`config.mk`:
```
export PLATFORM = sky130hd
export DESIGN_NAME = fp_operand_unpack_flat
export DESIGN_NICKNAME = d
export VERILOG_FILES = /design/src/rtl/fp_operand_unpack_if.sv /design/src/rtl/fp_operand_unpack.sv /design/src/flat_wrapper.sv
export SDC_FILE = /design/constraint.sdc
export NUM_CORES = 1
export LEC_CHECK = 0
export ABC_AREA = 0
export BUFFER_PORTS_ARGS = -buffer_cell sky130_fd_sc_hd__buf_2
export CORE_ASPECT_RATIO = 1.2
export CORE_MARGIN = 3
export CORE_UTILIZATION = 49
export CTS_BUF_LIST = sky130_fd_sc_hd__clkbuf_4 sky130_fd_sc_hd__clkbuf_8
export DETAILED_ROUTE_END_ITERATION = 8
export PLACE_DENSITY = 0.75
export SYNTH_ARGS = -nofsm -noshare
export SYNTH_HDL_FRONTEND = slang
export SYNTH_SLANG_ARGS = --single-unit
```
`constraint.sdc`:
```
create_clock -name clock -period 1.5 [get_ports clock]
set_input_delay 0.075 -clock clock [delete_from_list [all_inputs] [get_ports clock]]
set_output_delay 0.075 -clock clock [all_outputs]
set_load 0.005 [all_outputs]
```
`src/rtl/fp_operand_unpack_if.sv`:
```
// rtl/fp_operand_unpack_if.sv - operand-pair stream in, decoded-pair stream out
interface fp_operand_unpack_if #(
  parameter int EXP_W = 8,
  parameter int MAN_W = 23
);
  logic                   in_valid;
  logic                   in_ready;
  logic [EXP_W+MAN_W:0]   fp_a;
  logic [EXP_W+MAN_W:0]   fp_b;
  logic                   out_valid;
  logic                   out_ready;
  logic                   a_sign;
  logic [EXP_W-1:0]       a_exponent;
  logic [MAN_W:0]         a_significand;
  logic [2:0]             a_class;
  logic                   b_sign;
  logic [EXP_W-1:0]       b_exponent;
  logic [MAN_W:0]         b_significand;
  logic [2:0]             b_class;
  logic                   special_any;

  modport master (
    output in_valid, fp_a, fp_b, out_ready,
    input  in_ready, out_valid,
    input  a_sign, a_exponent, a_significand, a_class,
    input  b_sign, b_exponent, b_significand, b_class,
    input  special_any
  );

  modport slave (
    input  in_valid, fp_a, fp_b, out_ready,
    output in_ready, out_valid,
    output a_sign, a_exponent, a_significand, a_class,
    output b_sign, b_exponent, b_significand, b_class,
    output special_any
  );
endinterface

```
`src/rtl/fp_operand_unpack.sv`:
```
// rtl/fp_operand_unpack.sv - IEEE-754 operand pair decoder, 2-stage elastic pipeline
// Optional FLUSH_DENORM_EN: denormal operands decode as signed zero.
module fp_operand_unpack #(
  parameter int EXP_W = 8,
  parameter int MAN_W = 23
) (
  input  logic                clock,
  input  logic                resetn,
  fp_operand_unpack_if.slave  bus
);
  localparam int W  = EXP_W + MAN_W + 1;
  localparam int DW = 1 + EXP_W + (MAN_W + 1) + 3;

  localparam logic [2:0] CLS_ZERO   = 3'd0;
  localparam logic [2:0] CLS_DENORM = 3'd1;
  localparam logic [2:0] CLS_NORMAL = 3'd2;
  localparam logic [2:0] CLS_INF    = 3'd3;
  localparam logic [2:0] CLS_QNAN   = 3'd4;
  localparam logic [2:0] CLS_SNAN   = 3'd5;

  // Result layout: {sign, exponent, significand, class}
  function automatic logic [DW-1:0] decode(input logic [W-1:0] w);
    logic             s;
    logic [EXP_W-1:0] e;
    logic [MAN_W-1:0] m;
    logic [EXP_W-1:0] e_out;
    logic [MAN_W:0]   sig;
    logic [2:0]       cls;
    s     = w[W-1];
    e     = w[W-2:MAN_W];
    m     = w[MAN_W-1:0];
    e_out = e;
    sig   = {1'b1, m};
    cls   = CLS_NORMAL;
    if (e == '0) begin
      if (m == '0) begin
        e_out = '0;
        sig   = '0;
        cls   = CLS_ZERO;
      end else begin
`ifdef FLUSH_DENORM_EN
        e_out = '0;
        sig   = '0;
        cls   = CLS_ZERO;
`else
        e_out = EXP_W'(1);
        sig   = {1'b0, m};
        cls   = CLS_DENORM;
`endif
      end
    end else if (e == '1) begin
      if (m == '0)
        cls = CLS_INF;
      else if (m[MAN_W-1])
        cls = CLS_QNAN;
      else
        cls = CLS_SNAN;
    end
    return {s, e_out, sig, cls};
  endfunction

  function automatic logic is_special(input logic [2:0] cls);
    return !(cls == CLS_DENORM || cls == CLS_NORMAL);
  endfunction

  logic          s1_valid;
  logic [W-1:0]  s1_a;
  logic [W-1:0]  s1_b;
  logic          s2_valid;
  logic [DW-1:0] s2_a;
  logic [DW-1:0] s2_b;
  logic          s2_special;
  logic          s2_load;
  logic          accept;
  logic [DW-1:0] dec_a;
  logic [DW-1:0] dec_b;

  assign s2_load      = s1_valid && (!s2_valid || bus.out_ready);
  assign bus.in_ready = !s1_valid || s2_load;
  assign accept       = bus.in_valid && bus.in_ready;
  assign dec_a        = decode(s1_a);
  assign dec_b        = decode(s1_b);

  always_ff @(posedge clock or negedge resetn) begin
    if (!resetn) begin
      s1_valid <= 1'b0;
      s1_a     <= '0;
      s1_b     <= '0;
    end else if (accept) begin
      s1_valid <= 1'b1;
      s1_a     <= bus.fp_a;
      s1_b     <= bus.fp_b;
    end else if (s2_load) begin
      s1_valid <= 1'b0;
    end
  end

  // Data holds when not reloading, so a stalled pair stays stable.
  always_ff @(posedge clock or negedge resetn) begin
    if (!resetn) begin
      s2_valid   <= 1'b0;
      s2_a       <= '0;
      s2_b       <= '0;
      s2_special <= 1'b0;
    end else if (s2_load) begin
      s2_valid   <= 1'b1;
      s2_a       <= dec_a;
      s2_b       <= dec_b;
      s2_special <= is_special(dec_a[2:0]) || is_special(dec_b[2:0]);
    end else if (bus.out_ready) begin
      s2_valid <= 1'b0;
    end
  end

  assign bus.out_valid     = s2_valid;
  assign bus.a_sign        = s2_a[DW-1];
  assign bus.a_exponent    = s2_a[DW-2 -: EXP_W];
  assign bus.a_significand = s2_a[3 +: MAN_W+1];
  assign bus.a_class       = s2_a[2:0];
  assign bus.b_sign        = s2_b[DW-1];
  assign bus.b_exponent    = s2_b[DW-2 -: EXP_W];
  assign bus.b_significand = s2_b[3 +: MAN_W+1];
  assign bus.b_class       = s2_b[2:0];
  assign bus.special_any   = s2_special;
endmodule
```
`src/flat_wrapper.sv`:
```
// flat-port wrapper written by rule: the top's interface ports become plain ports
module fp_operand_unpack_flat 
#(
  parameter int EXP_W = 8,
  parameter int MAN_W = 23
)
  (clock, resetn, bus_in_valid, bus_fp_a, bus_fp_b, bus_out_ready, bus_in_ready, bus_out_valid, bus_a_sign, bus_a_exponent, bus_a_significand, bus_a_class, bus_b_sign, bus_b_exponent, bus_b_significand, bus_b_class, bus_special_any);
  fp_operand_unpack_if #(.EXP_W(EXP_W), .MAN_W(MAN_W)) bus_i ();
  input  logic clock;
  input  logic resetn;
  input wire logic [$bits(bus_i.in_valid)-1:0] bus_in_valid;
  input wire logic [$bits(bus_i.fp_a)-1:0] bus_fp_a;
  input wire logic [$bits(bus_i.fp_b)-1:0] bus_fp_b;
  input wire logic [$bits(bus_i.out_ready)-1:0] bus_out_ready;
  output wire logic [$bits(bus_i.in_ready)-1:0] bus_in_ready;
  output wire logic [$bits(bus_i.out_valid)-1:0] bus_out_valid;
  output wire logic [$bits(bus_i.a_sign)-1:0] bus_a_sign;
  output wire logic [$bits(bus_i.a_exponent)-1:0] bus_a_exponent;
  output wire logic [$bits(bus_i.a_significand)-1:0] bus_a_significand;
  output wire logic [$bits(bus_i.a_class)-1:0] bus_a_class;
  output wire logic [$bits(bus_i.b_sign)-1:0] bus_b_sign;
  output wire logic [$bits(bus_i.b_exponent)-1:0] bus_b_exponent;
  output wire logic [$bits(bus_i.b_significand)-1:0] bus_b_significand;
  output wire logic [$bits(bus_i.b_class)-1:0] bus_b_class;
  output wire logic [$bits(bus_i.special_any)-1:0] bus_special_any;
  assign bus_i.in_valid = bus_in_valid;
  assign bus_i.fp_a = bus_fp_a;
  assign bus_i.fp_b = bus_fp_b;
  assign bus_i.out_ready = bus_out_ready;
  assign bus_in_ready = bus_i.in_ready;
  assign bus_out_valid = bus_i.out_valid;
  assign bus_a_sign = bus_i.a_sign;
  assign bus_a_exponent = bus_i.a_exponent;
  assign bus_a_significand = bus_i.a_significand;
  assign bus_a_class = bus_i.a_class;
  assign bus_b_sign = bus_i.b_sign;
  assign bus_b_exponent = bus_i.b_exponent;
  assign bus_b_significand = bus_i.b_significand;
  assign bus_b_class = bus_i.b_class;
  assign bus_special_any = bus_i.special_any;
  fp_operand_unpack #(.EXP_W(EXP_W), .MAN_W(MAN_W)) u_core (.clock(clock), .resetn(resetn), .bus(bus_i));
endmodule
```
## Word level (Yosys, flattened, before mapping)

Cells that the tools add are included.

| storage, ports and cells | value |
|---|---|
| register bits | 139 |
| bits in latches | 0 |
| bits in writable memories | 0 |
| ROM bits | 0 |
| bits of input ports | 68 |
| output and inout bits | 75 |
| word-level logic and storage cells | 52 |
| memories kept | 0 |

| cells by class | value |
|---|---|
| add/sub/neg operators | 0 |
| multiply operators | 0 |
| divide/modulo/power cells | 0 |
| magnitude comparators | 0 |
| eq/ne operators | 6 |
| shifts and indexed selects | 0 |
| multiplexer cells | 22 |
| bitwise logic cells | 0 |
| reductions and logical operators | 17 |

Operator list:

| kind | number |
|---|---|
| 24-bit two-way mux | 2 |
| 23-bit zero test | 2 |
| 23-bit two-way mux | 2 |
| 3-bit two-way mux | 6 |
| 8-bit equality test, second input constant | 2 |
| 8-bit zero test | 2 |
| 8-bit two-way mux | 2 |
| 1-bit two-way mux | 10 |
| 3-bit by 1-bit equality test with 1-bit output, second input constant | 2 |
| 3-bit by 2-bit equality test with 1-bit output, second input constant | 2 |
| 1-bit logical OR | 5 |
| 1-bit zero test | 4 |
| 2-bit nonzero test | 2 |
| 1-bit logical AND | 2 |

## Logic depth before layout (Yosys ltp)

Gate-level depths: netlist of run 1.

| logic depth | value |
|---|---|
| depth in word-level cells | 8 |
| gate-level depth with buffers | 6 |
| mapped depth without buffers | 4 |

## Least setup slack after synthesis of run 1

Ideal clock, no wire load.

| path | value |
|---|---|
| path type | register -> register |
| from | reg u_core.s1_a[16] |
| to | reg u_core.s2_a[24] |
| setup time | 121 ps |
| data arrival time | 1476 ps |
| data required time | 1379 ps |
| setup slack | -97 ps |
| stages on the path, launching flop included | 6 |
| path buffers | 1 |
| path through | dfrtp_1 > nor4_1 > nand4_1 > o31a_2 > buf_6 > a22o_1 |

| on the way | value |
|---|---|
| cells in the longest elaborated chain, start to end | 3 |

Ends and longest elaborated chain:

| item | RTL line | RTL |
|---|---|---|
| start: declaration | fp_operand_unpack.sv:67 | `logic [W-1:0] s1_a;` |
| start signal: assignment | fp_operand_unpack.sv:91 | `s1_a <= bus.fp_a;` |
| 23-bit zero test | fp_operand_unpack.sv:36 | `if (m == '0) begin` |
| 23-bit two-way mux | fp_operand_unpack.sv:36 |  |
| 24-bit two-way mux | fp_operand_unpack.sv:35 | `if (e == '0) begin` |
| end signal: assignment | fp_operand_unpack.sv:102 | `s2_a <= '0;` |
| end signal: assignment | fp_operand_unpack.sv:107 | `s2_a <= dec_a;` |
| end: declaration | fp_operand_unpack.sv:70 | `logic [DW-1:0] s2_a;` |

Every way passes these cells.
A chain may end at the register's enable or synchronous reset.

## Worst setup path after layout of run 1

| path | value |
|---|---|
| from | reg u_core.s1_a[18] |
| to | reg u_core.s2_a[3] |

The elaborated chain is that of the path after synthesis.

==> PnR_summary.wiki, run 1 <==
{| class="wikitable"
! Metric !! Value
|-
| Starting utilization of the core area || roughly half
|-
| R2R cell count || 5
|-
| H-tree levels || 4
|-
| Count of endpoints failing hold in the final timing report || 0
|-
| Relative slew slack || a little under three quarters
|-
| Clock tree from TritonCTS || done
|-
| HPWL after detailed placement || a little under 9000 um
|-
| Die Outline Area || 0.0122 mm^2
|-
| Delay of the slowest critical-path stage || between 400 and 500 ps
|-
| Placed instance area || roughly 0.0067 mm^2
|-
| Arr. time, crit path || between 2000 and 2500 ps
|-
| Count of buffers from port buffering || between 100 and 150
|-
| Mapped Avg Cell Area || between 10 and 15 um^2
|-
| Violated checks || negative setup slack
|-
| Leak Pwr || just under 4 nW
|-
| Max-cap violations || 0
|-
| Worst-Skew Late Latency || about 440 ps
|-
| Setup skew after layout || about 12 ps
|-
| Fin util || approximately three quarters
|-
| Pre-CTS setup slack || -306 ps
|-
| Clock Sinks || ~140
|-
| Cell area after layout || between 0.007 and 0.008 mm^2
|-
| Actual transition at the worst max-transition pin || ~430 ps
|-
| WL/cell || between 15 and 20 um
|-
| Via count of the first global-routing pass || 4678
|-
| Total power after layout || around 10 mW
|-
| Via total after detailed routing || between 4000 and 5000
|-
| Area taken by multi-input logic gates || about 0.0020 mm^2
|-
| Setup Total Neg Slack || -6140 ps
|-
| Cells after synthesis || 433
|-
| Layout overhead on the synthesized area || 49.9%
|-
| Synth Cell Area || roughly 0.0053 mm^2
|-
| Final setup violation count || 29
|-
| Share of the yosys chip area belonging to registers || between 60 and 70%
|-
| Total length of routed wires || 14600 um
|-
| Number of detailed-routing iterations run before antenna repair || 4
|-
| Required time of the critical path || roughly 1800 ps
|-
| Area inside the core boundary || ~0.011 mm^2
|-
| Number of buffer and inverter stages on the critical path || 1
|-
| Antenna Violating Nets Remaining || 0
|-
| Crit end category || flip-flop
|-
| Type of the most critical hold path || input pin to async pin
|-
| Maximum number of buffers from clock root to sink || 2
|-
| Startpoint type of the worst setup path || flip-flop
|-
| Global-route wire length before repair || approximately 23000 um
|-
| Residual DRC || 0
|-
| Overall fraction of global-route tracks in use || about 25%
|-
| Clk pin slew, worst setup/hold paths || about 80 ps
|-
| Layout filler cell count || around 670
|-
| Register area || roughly 0.0035 mm^2
|-
| F_max || between 0.5 and 0.6 GHz
|-
| Slew Viols, Final || 0
|-
| Number of diodes added for antenna fixing || 0
|-
| Final min period || ~1800 ps
|-
| Root Buffer || sky130_fd_sc_hd__clkbuf_8
|-
| R2r startpoint || u_core.s1_a[18]
|-
| Total number of placement rows || a little over 40
|-
| Layout net count || slightly below 800
|-
| Setup repair after global routing missed its margin || true
|-
| Share of cells above drive strength 1 || a little under half
|-
| Die span in x || approximately 100 um
|-
| Routability Congestion || 0.819
|-
| Family with the most delay on the worst path || compound AO/OA/AOI/OAI gates
|-
| Total CTS buffers || 17
|-
| Number of I/O pins || ~140
|-
| Yosys warnings || 0
|-
| Post-synth cell types || 27
|-
| Vertical die dimension || between 100 and 150 um
|-
| Flops & latches, synth || between 100 and 150
|-
| Min Hold Slack || 128 ps
|-
| R2r endpoint || u_core.s2_a[3]
|-
| Critical Path Fanout Max || 6
|-
| Master of the slowest instance on the critical path || sky130_fd_sc_hd__dfrtp_1
|-
| Series of cell instances along the critical path || nor4_4 > nand4_1 > buf_6 > o31a_4 > a22o_4
|-
| Total congestion overflow after global routing || 0
|-
| Initial antenna violation count || 0
|-
| Post-route fraction of the period consumed by the critical path || 119%
|-
| Iteration-0 DRC count of the detailed router || around 220
|-
| Post-placement cell count || 745
|-
| Vias per inst || approximately 5.3
|-
| Crit path kind || flip-flop to flip-flop
|-
| Maximum number of pins on one net before global-route repair || 43
|-
| Max VDD drop || just over 0.0007 V
|-
| Reg-to-reg setup timing slack || -280 ps
|-
| Power density over the cells || approximately 1300 mW/mm^2
|-
| Syn_nets || around 500
|-
| Run status || finished with violations
|-
| Final Instance Count excl. Fillers || 848
|-
| Least setup slack across all paths after layout || -284 ps
|}
placed cells by master, fill, tap and decap left out, drive strengths merged, types with 2 or more instances in the layout:
cell,count
buf,205
dfrtp,139
nand2,127
dlygate4sd3,67
mux2,64
a22o,24
clkbuf,19
nor4,13
nor2,11
nand4,6
clkinv,6
o21ai,6
bufinv,4
o31a,4
nand2b,3
clkinvlp,3
or4,2
a21oi,2
a21o,2
or3,2
a31oi,2
and2,2
nor3,2
sequential cells by signal, indices dropped and copies added (netlist names):
name                    flops
u_core.s2_b                36
u_core.s1_b                32
u_core.s1_a                32
u_core.bus.special_any      1
u_core.bus.out_valid        1
u_core.s2_a                36
u_core.s1_valid             1
repair_timing:
item | in CTS | in global routing
endpoints found under the hold margin | 205 | 0
hold buffers | 67 | 0
resized for setup | 16 | 21
pin swaps | 7 | 9
setup buffers | 1 | 1
setup endpoints to repair | 29 | 32
gates cloned | 2 | 1
Yosys cell counts:
library cell	instances	area (um^2)
sky130_fd_sc_hd__or4_1	2	15.0
sky130_fd_sc_hd__buf_6	2	22.5
sky130_fd_sc_hd__dfrtp_1	139	3480
sky130_fd_sc_hd__o21ai_0	6	30.0
sky130_fd_sc_hd__and2_0	1	6.26
sky130_fd_sc_hd__or3_1	2	12.5
sky130_fd_sc_hd__nor4_1	13	81.3
sky130_fd_sc_hd__a31oi_1	2	12.5
sky130_fd_sc_hd__and2_1	1	6.26
sky130_fd_sc_hd__a22o_1	22	193
sky130_fd_sc_hd__mux2_2	64	721
sky130_fd_sc_hd__o32a_1	1	10.0
sky130_fd_sc_hd__o31ai_1	1	7.51
sky130_fd_sc_hd__a21o_1	2	15.0
sky130_fd_sc_hd__a21oi_1	2	10.0
sky130_fd_sc_hd__nor3_1	2	10.0
sky130_fd_sc_hd__o31a_2	1	10.0
sky130_fd_sc_hd__buf_1	6	22.5
sky130_fd_sc_hd__or2_2	1	6.26
sky130_fd_sc_hd__nand3b_1	1	7.51
sky130_fd_sc_hd__buf_2	7	35.0
sky130_fd_sc_hd__nor2_1	11	41.3
sky130_fd_sc_hd__clkbuf_1	6	22.5
sky130_fd_sc_hd__nand2b_1	3	18.8
sky130_fd_sc_hd__nand4_1	6	37.5
sky130_fd_sc_hd__a22o_2	2	20.0
sky130_fd_sc_hd__nand2_1	127	477
report_power, final:
group / internal (mW) / switching [mW]
logic: 1.23 / 0.943
registers: 4.41 / 0.465
clock network: 1.88 / 1.43
total: 7.51 / 2.84
worst max-delay path by stage:
stage               slack (ps)               to  depth (start not counted)            start
global route              -360   u_core.s2_a[3]                          5  u_core.s1_a[18]
detailed placement        -310   u_core.s2_a[3]                          4   u_core.s1_a[4]
floorplan                  -50  u_core.s2_a[24]                          5  u_core.s1_a[10]
global placement          -270   u_core.s2_a[3]                          4   u_core.s1_a[4]
finish                    -280   u_core.s2_a[3]                          5  u_core.s1_a[18]
CTS                       -210  u_core.s2_a[17]                          5   u_core.s1_a[1]
kinds of logic after synthesis:
| group | count (synthesis) | synth area share (%) |
|---|---|---|
| AOI/OAI and AO/OA | 39 | 5.78 |
| buffers and inverters | 21 | 1.93 |
| DFF | 139 | 65.3 |
| muxes | 64 | 13.5 |
| and+or+nand+nor | 170 | 13.5 |
per-layer routing:
metal	GRT usage [%]	vias to the layer above	part of all wire, %
met4	9.14	0	1.7
met5	0	-	0
li1	-	2054	-
met3	7.21	25	7.3
met1	30.6	2202	40
met2	41.0	183	51
area by class of cell:
type | instances | area share, %
Sequential cell | 139 | 43.5
Tap cell | 129 | 2.02
Multi-Input combinational cell | 276 | 24.7
Clock inverter | 13 | 2.16
Timing Repair Buffer | 272 | 24.3
Clock buffer | 19 | 3.27
(Power assumes the default switching activity.)
==> run 2, diff against run 1 <==
CELL_PAD_IN_SITES_DETAIL_PLACEMENT = 1   (was not set)
CELL_PAD_IN_SITES_GLOBAL_PLACEMENT = 1   (was not set)
CORE_UTILIZATION = 37   (was 49)
CTS_BUF_LIST = not set   (was sky130_fd_sc_hd__clkbuf_4 sky130_fd_sc_hd__clkbuf_8)
CTS_CLUSTER_DIAMETER = 100   (was not set)
PLACE_DENSITY = 0.72   (was 0.75)
==> PnR_summary.wiki, run 2 (synthesized netlist as in run 1, its figures left out) <==
{| class="wikitable"
! Metric !! Value
|-
| Critical Path Fanout Max || 6 (unchanged)
|-
| HPWL after detailed placement || 10600 um (was 8820 um)
|-
| Total net switching power || 2.95 mW (was 2.84 mW)
|-
| Total congestion overflow after global routing || 0 (unchanged)
|-
| F_max || 0.581 GHz (was 0.561 GHz)
|-
| Layout filler cell count || 1476 (was 672)
|-
| Final min period || 1720 ps (was 1780 ps)
|-
| Count of buffers from port buffering || 142 (unchanged)
|-
| Via total after detailed routing || 4496 (was 4464)
|-
| Met2 Resource Use GR || 40.6% (was 41.0%)
|-
| Layout overhead on the synthesized area || 54.4% (was 49.9%)
|-
| Total CTS buffers || 17 (unchanged)
|-
| Startpoint type of the worst setup path || flip-flop (unchanged)
|-
| Final setup violation count || 28 (was 29)
|-
| Switching part of the total || 27.0% (was 27.4%)
|-
| Share of cells above drive strength 1 || 46.6% (was 46.2%)
|-
| Hold path startpoint || bus_out_ready
|-
| R2R cell count || 4 (was 5)
|-
| H-tree levels || 4 (unchanged)
|-
| Worst hold stages || 3
|-
| Portion of total power attributed to combinational logic || 21.4% (was 21.0%)
|-
| Crit path kind || flip-flop to flip-flop (unchanged)
|-
| Crit end category || flip-flop (unchanged)
|-
| Overall fraction of global-route tracks in use || 22.4% (was 24.7%)
|-
| Peak-usage layer in the global routing report || met2 (unchanged)
|-
| Top flop regs || u_core.s2_a: 36 flops, u_core.s2_b: 36 flops (unchanged)
|-
| WL/cell || 19.1 um (was 17.2 um)
|-
| Global Route met1 Usage || 25.4% (was 30.6%)
|-
| Global-route met3 utilization || 5.62% (was 7.21%)
|-
| Run status || finished with violations (unchanged)
|-
| Area inside the core boundary || 0.0139 mm^2 (was 0.0106 mm^2)
|-
| Residual DRC || 0 (unchanged)
|-
| Slew Viols, Final || 0 (unchanged)
|-
| Clk pin slew, worst setup/hold paths || 50 ps (was 80 ps)
|-
| Least setup slack across all paths after layout || -222 ps (was -284 ps)
|-
| Count of endpoints failing hold in the final timing report || 0 (unchanged)
|-
| Clock Sinks || 139 (unchanged)
|-
| Arr. time, crit path || 2020 ps (was 2110 ps)
|-
| Number of detailed-routing iterations run before antenna repair || 4 (unchanged)
|-
| R2r startpoint || u_core.s1_a[11] (was u_core.s1_a[18])
|-
| Post-route fraction of the period consumed by the critical path || 115% (was 119%)
|-
| Vertical die dimension || 137 um (was 120 um)
|-
| Power density over the cells || 1320 mW/mm^2 (was 1300 mW/mm^2)
|-
| Violated checks || negative setup slack (unchanged)
|-
| Type of the most critical hold path || input pin to flip-flop (was input pin to async pin)
|-
| Worst min-delay path endpoint || u_core.bus.out_valid
|-
| Root Buffer || sky130_fd_sc_hd__clkbuf_16 (was sky130_fd_sc_hd__clkbuf_8)
|-
| Die span in x || 116 um (was 101 um)
|-
| Max VDD drop || 0.000690 V (was 0.000704 V)
|-
| Reg-to-reg setup timing slack || -220 ps (was -280 ps)
|-
| Clock tree from TritonCTS || done (unchanged)
|-
| Maximum number of pins on one net before global-route repair || 52 (was 43)
|-
| Number of diodes added for antenna fixing || 0 (unchanged)
|-
| Setup repair after global routing missed its margin || true (unchanged)
|-
| Worst-Skew Late Latency || 420 ps (was 440 ps)
|-
| Maximum number of buffers from clock root to sink || 2 (unchanged)
|-
| Global-route wire length before repair || 27000 um (was 23100 um)
|-
| Most frequent cells in the layout || sky130_fd_sc_hd__buf_2, sky130_fd_sc_hd__dfrtp_1, sky130_fd_sc_hd__nand2_1 (unchanged)
|-
| Routability Congestion || 0.781 (was 0.819)
|-
| Sequential Power Share || 44.6% (was 47.1%)
|-
| Die Outline Area || 0.0159 mm^2 (was 0.0122 mm^2)
|-
| Iteration-0 DRC count of the detailed router || 241 (was 218)
|-
| Initial antenna violation count || 0 (unchanged)
|-
| R2r endpoint || u_core.s2_a[16] (was u_core.s2_a[3])
|-
| Leak Pwr || 4.05 nW (was 3.93 nW)
|-
| Required time of the critical path || 1800 ps (was 1820 ps)
|-
| Relative slew slack || 78.3% (was 71.5%)
|-
| Power share of the clock group || 34.0% (was 32.0%)
|-
| Vias per inst || 5.00 (was 5.26)
|-
| Pre-CTS setup slack || -400 ps (was -306 ps)
|-
| Setup Total Neg Slack || -4570 ps (was -6140 ps)
|-
| Max-cap violations || 0 (unchanged)
|-
| Total length of routed wires || 17200 um (was 14600 um)
|-
| Total internal power || 7.95 mW (was 7.51 mW)
|-
| Actual transition at the worst max-transition pin || 323 ps (was 428 ps)
|-
| Antenna Violating Nets Remaining || 0 (unchanged)
|-
| Starting utilization of the core area || 38.2% (was 50.4%)
|-
| Number of I/O pins || 143 (unchanged)
|-
| Commonest non-fill, non-tap cell in the layout || sky130_fd_sc_hd__buf_2 (unchanged)
|-
| Via count of the first global-routing pass || 5109 (was 4678)
|-
| Setup skew after layout || 9.03 ps (was 11.9 ps)
|-
| Total number of placement rows || 47 (was 41)
|-
| Layout net count || 787 (was 774)
|}
run 2: cell types whose count changed in the layout (fill, tap and decap cells not counted), moves of 3 or more:
cell	change
sky130_fd_sc_hd__clkinvlp_4	-3
sky130_fd_sc_hd__clkbuf_16	+17
sky130_fd_sc_hd__bufinv_16	-4
sky130_fd_sc_hd__clkinv_2	-3
sky130_fd_sc_hd__buf_4	+14
sky130_fd_sc_hd__clkbuf_1	+4
sky130_fd_sc_hd__clkbuf_8	-15
run 2: metal layers:
metal	vias to the layer above	part of all wire (%)	routed length (um)
met4	0	1.7	288
met3	23	5.1	884
met5	-	0	0
li1	2066	-	-
met2	132	54	9240
met1	2275	39	6770
run 2: through the flow:
stage	std cells	power, mW	hold WS [ps]	instance area (um^2)	util [%]
floorplan	433	5.67	-221	5340	-
CTS	896	10.9	3.14	8140	58.4
global placement	799	6.85	-43.0	6820	48.9
finish	899	10.9	43.2	8230	59.1
global route	899	11.5	45.9	8230	59.1
detailed placement	799	6.96	-37.6	6820	48.9
run 2: worst max-delay path, stage by stage (launching register included):
cell,delay (ps)
sky130_fd_sc_hd__dfrtp_1,390
sky130_fd_sc_hd__nor4_1,350
sky130_fd_sc_hd__nand2_2,200
sky130_fd_sc_hd__o31a_4,450
sky130_fd_sc_hd__a22o_1,210
run 2: power groups by stage:
stage	Clock [mW]	Combinational [mW]	Sequential, mW
after CTS	3.78	2.30	4.85
after global routing	3.98	2.56	4.94
after global placement	0	2.02	4.83
after floorplan	0	0.799	4.87
after detailed placement	0	2.10	4.87
final	3.70	2.33	4.86
run 2: area by class of cell:
| cell class | count | area, um^2 | share of cell area (%) |
|---|---|---|---|
| Multi-Input combinational cell | 276 | 1980 | 24.1 |
| Clock buffer | 25 | 495 | 6.02 |
| Sequential cell | 139 | 3480 | 42.3 |
| Clock inverter | 3 | 15.0 | 0.182 |
| Timing Repair Buffer | 285 | 2050 | 24.9 |
| Tap cell | 171 | 214 | 2.60 |
run 2: what timing repair did:
item | CTS | global route
cloned | 2 | 1
pin swaps | 14 | 7
gates resized for setup | 26 | 13
endpoints found under the hold margin | 204 | 0
setup endpoints to repair | 31 | 96
hold buffers | 66 | 0
setup buffers | 3 | 2
run 2: how the worst max path moves through the flow:
stage / to / depth (start not counted) / start
global placement: u_core.s2_a[4] / 4 / u_core.s1_a[4]
global route: u_core.s2_a[16] / 4 / u_core.s1_a[11]
finish: u_core.s2_a[16] / 4 / u_core.s1_a[11]
CTS: u_core.s2_a[4] / 5 / u_core.s1_a[1]
floorplan: u_core.s2_a[24] / 5 / u_core.s1_a[10]
detailed placement: u_core.s2_a[4] / 4 / u_core.s1_a[0]
==> run 3, diff against run 2 <==
ABC_AREA = 1   (was 0)
CORE_UTILIZATION = 36   (was 37)
GPL_ROUTABILITY_DRIVEN = 0   (was not set)
PLACE_DENSITY = 0.73   (was 0.72)
==> PnR_summary.wiki, run 3 <==
{| class="wikitable"
! Metric !! Value
|-
| Final Instance Count excl. Fillers || 994 (was 899)
|-
| Required time of the critical path || 1820 ps (was 1800 ps)
|-
| Iteration-0 DRC count of the detailed router || 182 (was 241)
|-
| Commonest non-fill, non-tap cell in the layout || sky130_fd_sc_hd__nand2_1 (was sky130_fd_sc_hd__buf_2)
|-
| WL/cell || 16.2 um (was 19.1 um)
|-
| Layout net count || 849 (was 787)
|-
| Global-route wire length before repair || 26600 um (was 27000 um)
|-
| Antenna Violating Nets Remaining || 0 (unchanged)
|-
| Via count of the first global-routing pass || 5162 (was 5109)
|-
| Actual transition at the worst max-transition pin || 330 ps (was 323 ps)
|-
| Setup skew after layout || 8.31 ps (was 9.03 ps)
|-
| Count of buffers from port buffering || 142 (unchanged)
|-
| Clock tree from TritonCTS || done (unchanged)
|-
| Overall fraction of global-route tracks in use || 20.0% (was 22.4%)
|-
| Number of diodes added for antenna fixing || 0 (unchanged)
|-
| Share of cells above drive strength 1 || 26.4% (was 46.6%)
|-
| Crit path kind || flip-flop to flip-flop (unchanged)
|-
| Via total after detailed routing || 4700 (was 4496)
|-
| Reg-to-reg setup timing slack || 130 ps (was -220 ps)
|-
| Residual DRC || 0 (unchanged)
|-
| Top flop regs || u_core.s2_a: 36 flops, u_core.s2_b: 36 flops (unchanged)
|-
| Synth Area in Compound Gates || 7.96% (was 5.78%)
|-
| Die Outline Area || 0.0168 mm^2 (was 0.0159 mm^2)
|-
| Die span in x || 119 um (was 116 um)
|-
| Worst-Skew Late Latency || 420 ps (about the same)
|-
| Post-synthesis share of cell area spent on xor and xnor gates || 0% (unchanged)
|-
| R2r endpoint || u_core.s1_a[29] (was u_core.s2_a[16])
|-
| Synth Area in Adders || 0% (unchanged)
|-
| Synth Cell Area || 0.00549 mm^2 (was 0.00533 mm^2)
|-
| Placed instance area || 0.00646 mm^2 (was 0.00682 mm^2)
|-
| Count of endpoints failing hold in the final timing report || 0 (unchanged)
|-
| Critical Path Fanout Max || 19 (was 6)
|-
| Worst Setup SP || u_core.s1_valid (was u_core.s1_a[11])
|-
| Clock Sinks || 139 (unchanged)
|-
| Initial antenna violation count || 0 (unchanged)
|-
| Setup repair after global routing missed its margin || false (was true)
|-
| Post-placement cell count || 895 (was 799)
|-
| Share of synthesized area spent on multiplexers || 4.93% (was 13.5%)
|-
| Number of detailed-routing iterations run before antenna repair || 4 (unchanged)
|-
| Area leader, netlist || sky130_fd_sc_hd__dfrtp_1 (unchanged)
|-
| Most frequent cells in the layout || sky130_fd_sc_hd__nand2_1, sky130_fd_sc_hd__buf_2, sky130_fd_sc_hd__dfrtp_1 (was sky130_fd_sc_hd__buf_2, sky130_fd_sc_hd__dfrtp_1, sky130_fd_sc_hd__nand2_1)
|-
| Cells after synthesis || 569 (was 433)
|-
| Total congestion overflow after global routing || 0 (unchanged)
|-
| Most frequent cell after synthesis || sky130_fd_sc_hd__nand2_1 (was sky130_fd_sc_hd__dfrtp_1)
|-
| Total number of placement rows || 48 (was 47)
|-
| Starting utilization of the core area || 37.4% (was 38.2%)
|-
| Slew Viols, Final || 0 (unchanged)
|-
| Total length of routed wires || 16100 um (was 17200 um)
|-
| Max VDD drop || 0.000832 V (was 0.000690 V)
|-
| Number of I/O pins || 143 (unchanged)
|-
| Predominant post-synthesis flop cell || sky130_fd_sc_hd__dfrtp_1 (unchanged)
|-
| Commonest cells in the synthesized netlist || sky130_fd_sc_hd__nand2_1, sky130_fd_sc_hd__dfrtp_1, sky130_fd_sc_hd__nor2_1, sky130_fd_sc_hd__inv_1, sky130_fd_sc_hd__o21ai_0 (was sky130_fd_sc_hd__dfrtp_1, sky130_fd_sc_hd__nand2_1, sky130_fd_sc_hd__mux2_2, sky130_fd_sc_hd__a22o_1, sky130_fd_sc_hd__nor4_1)
|-
| Fraction of synthesis flops using an asynchronous set or reset pin || 100% (unchanged)
|-
| Vias per inst || 4.73 (was 5.00)
|-
| Total CTS buffers || 17 (unchanged)
|-
| Biggest area contributors in the synthesized netlist || sky130_fd_sc_hd__dfrtp_1, sky130_fd_sc_hd__nand2_1, sky130_fd_sc_hd__nor2_1 (was sky130_fd_sc_hd__dfrtp_1, sky130_fd_sc_hd__mux2_2, sky130_fd_sc_hd__nand2_1)
|-
| Final setup violation count || 0 (was 28)
|-
| Power density over the cells || 1520 mW/mm^2 (was 1320 mW/mm^2)
|-
| Area inside the core boundary || 0.0147 mm^2 (was 0.0139 mm^2)
|-
| Post-CTS Setup Bufs || 0 (was 3)
|-
| Critical Path Sink || u_core.s1_a[29] (was u_core.s2_a[16])
|-
| H-tree levels || 4 (unchanged)
|-
| Yosys warnings || 0 (unchanged)
|-
| Final min period || 1370 ps (was 1720 ps)
|-
| Main combinational cell family by area after synthesis || simple AND/OR/NAND/NOR gates (was multiplexers)
|-
| R2r startpoint || u_core.s1_valid (was u_core.s1_a[11])
|-
| Arr. time, crit path || 1700 ps (was 2020 ps)
|-
| Max-cap violations || 0 (unchanged)
|-
| Clk pin slew, worst setup/hold paths || 60 ps (was 50 ps)
|-
| Post-synth cell types || 17 (was 27)
|-
| Post-route fraction of the period consumed by the critical path || 91.6% (was 115%)
|-
| Number of enable flip-flop cells after synthesis || 0 (unchanged)
|-
| Run status || completed (was finished with violations)
|-
| Vertical die dimension || 141 um (was 137 um)
|-
| Flops & latches, synth || 139 (unchanged)
|-
| Synth Area in Simple Gates || 17.6% (was 13.5%)
|-
| Layout overhead on the synthesized area || 41.0% (was 54.4%)
|-
| Setup Total Neg Slack || 0 ps (was -4570 ps)
|-
| HPWL after detailed placement || 10300 um (was 10600 um)
|-
| Share of the yosys chip area belonging to registers || 63.4% (was 65.3%)
|-
| Relative slew slack || 78.0% (was 78.3%)
|-
| Leak Pwr || 3.92 nW (was 4.05 nW)
|-
| Syn_nets || 637 (was 501)
|-
| R2R cell count || 6 (was 4)
|-
| Share of Yosys cell area claimed by the top area cell type || 63.4% (was 65.3%)
|-
| Mapped Avg Cell Area || 9.64 um^2 (was 12.3 um^2)
|-
| Maximum number of pins on one net before global-route repair || 59 (was 52)
|-
| Root Buffer || sky130_fd_sc_hd__clkbuf_16 (unchanged)
|-
| F_max || 0.728 GHz (was 0.581 GHz)
|-
| Maximum number of buffers from clock root to sink || 2 (unchanged)
|-
| Crit end category || flip-flop (unchanged)
|-
| Cell area after layout || 0.00773 mm^2 (was 0.00823 mm^2)
|-
| Type of the most critical hold path || input pin to async pin (was input pin to flip-flop)
|-
| Startpoint type of the worst setup path || flip-flop (unchanged)
|}
-- run 3: changes by cell type after synthesis, moves of 3 or more --
| cell | delta |
|---|---|
| sky130_fd_sc_hd__nor2_1 | +72 |
| sky130_fd_sc_hd__inv_1 | +45 |
| sky130_fd_sc_hd__mux2_2 | -40 |
| sky130_fd_sc_hd__a21oi_1 | +39 |
| sky130_fd_sc_hd__o21ai_0 | +39 |
| sky130_fd_sc_hd__a22o_1 | -22 |
| sky130_fd_sc_hd__nand2_1 | +22 |
| sky130_fd_sc_hd__nor4_1 | -13 |
| sky130_fd_sc_hd__buf_4 | +9 |
| sky130_fd_sc_hd__nand3_1 | +7 |
| sky130_fd_sc_hd__buf_1 | -6 |
| sky130_fd_sc_hd__buf_2 | +3 |
-- run 3: cell type report --
| class | instances | area (um^2) |
|---|---|---|
| repair buffers | 219 | 1570 |
| well taps | 200 | 250 |
| multi-input cells | 359 | 1690 |
| clock buffers | 25 | 495 |
| inverters | 45 | 169 |
| clock inverters | 7 | 87.6 |
| fillers | 1725 | 6920 |
| flip-flops and latches | 139 | 3480 |
-- run 3: how the worst min path moves through the flow --
stage                 from              endpoint  slack [ps]
global placement    resetn       u_core.s2_a[23]         -80
floorplan           resetn  u_core.bus.out_valid        -220
finish              resetn       u_core.s2_a[24]          60
detailed placement  resetn       u_core.s2_a[24]         -80
global route        resetn       u_core.s2_a[26]          60
CTS                 resetn       u_core.s2_a[20]          50
-- run 3: stage by stage --
step	total power [mW]	utilization, %	hold WS, ps	setup WS [ps]
6_report	11.8	52.8	60.6	126
5_1_grt	12.5	52.8	63.0	27.4
4_1_cts	11.8	52.6	48.6	50.0
3_5_place_dp	7.52	44.1	-81.6	132
3_3_place_gp	7.37	44.1	-83.8	160
2_1_floorplan	6.25	-	-221	281
-- run 3: logic make-up (layout without fill, tap and decap cells) --
| group | Yosys count | after routing |
|---|---|---|
| simple gates | 248 | 248 |
| flops | 139 | 139 |
| compound gates | 87 | 87 |
| buf+inv | 71 | 296 |
| mux | 24 | 24 |
-- run 3: critical path, stage by stage (launching register included) --
cell,delay [ps]
sky130_fd_sc_hd__dfrtp_1,400
sky130_fd_sc_hd__nand3_2,140
sky130_fd_sc_hd__nand2_4,140
sky130_fd_sc_hd__buf_12,180
sky130_fd_sc_hd__buf_4,190
sky130_fd_sc_hd__nor2_1,50
sky130_fd_sc_hd__a21oi_1,180
-- run 3: timing repair --
action,4_1_cts,5_1_grt
hold buffers,66,0
gates resized for setup,0,2
hold endpoints to repair,204,0
endpoints found under the setup margin,0,3
-- run 3: layer usage --
metal | GRT usage (%) | vias up | wire length [um]
met5 | 0 | - | 0
met1 | 22.6 | 2334 | 6440
met4 | 6.35 | 0 | 231
li1 | - | 2221 | -
met3 | 5.46 | 21 | 847
met2 | 36.6 | 124 | 8600
-- run 3: power breakdown --
part           internal [mW]  switching [mW]
Combinational           1.14            1.35
Sequential              4.62           0.538
Clock                   2.61            1.51
Total                   8.37            3.39
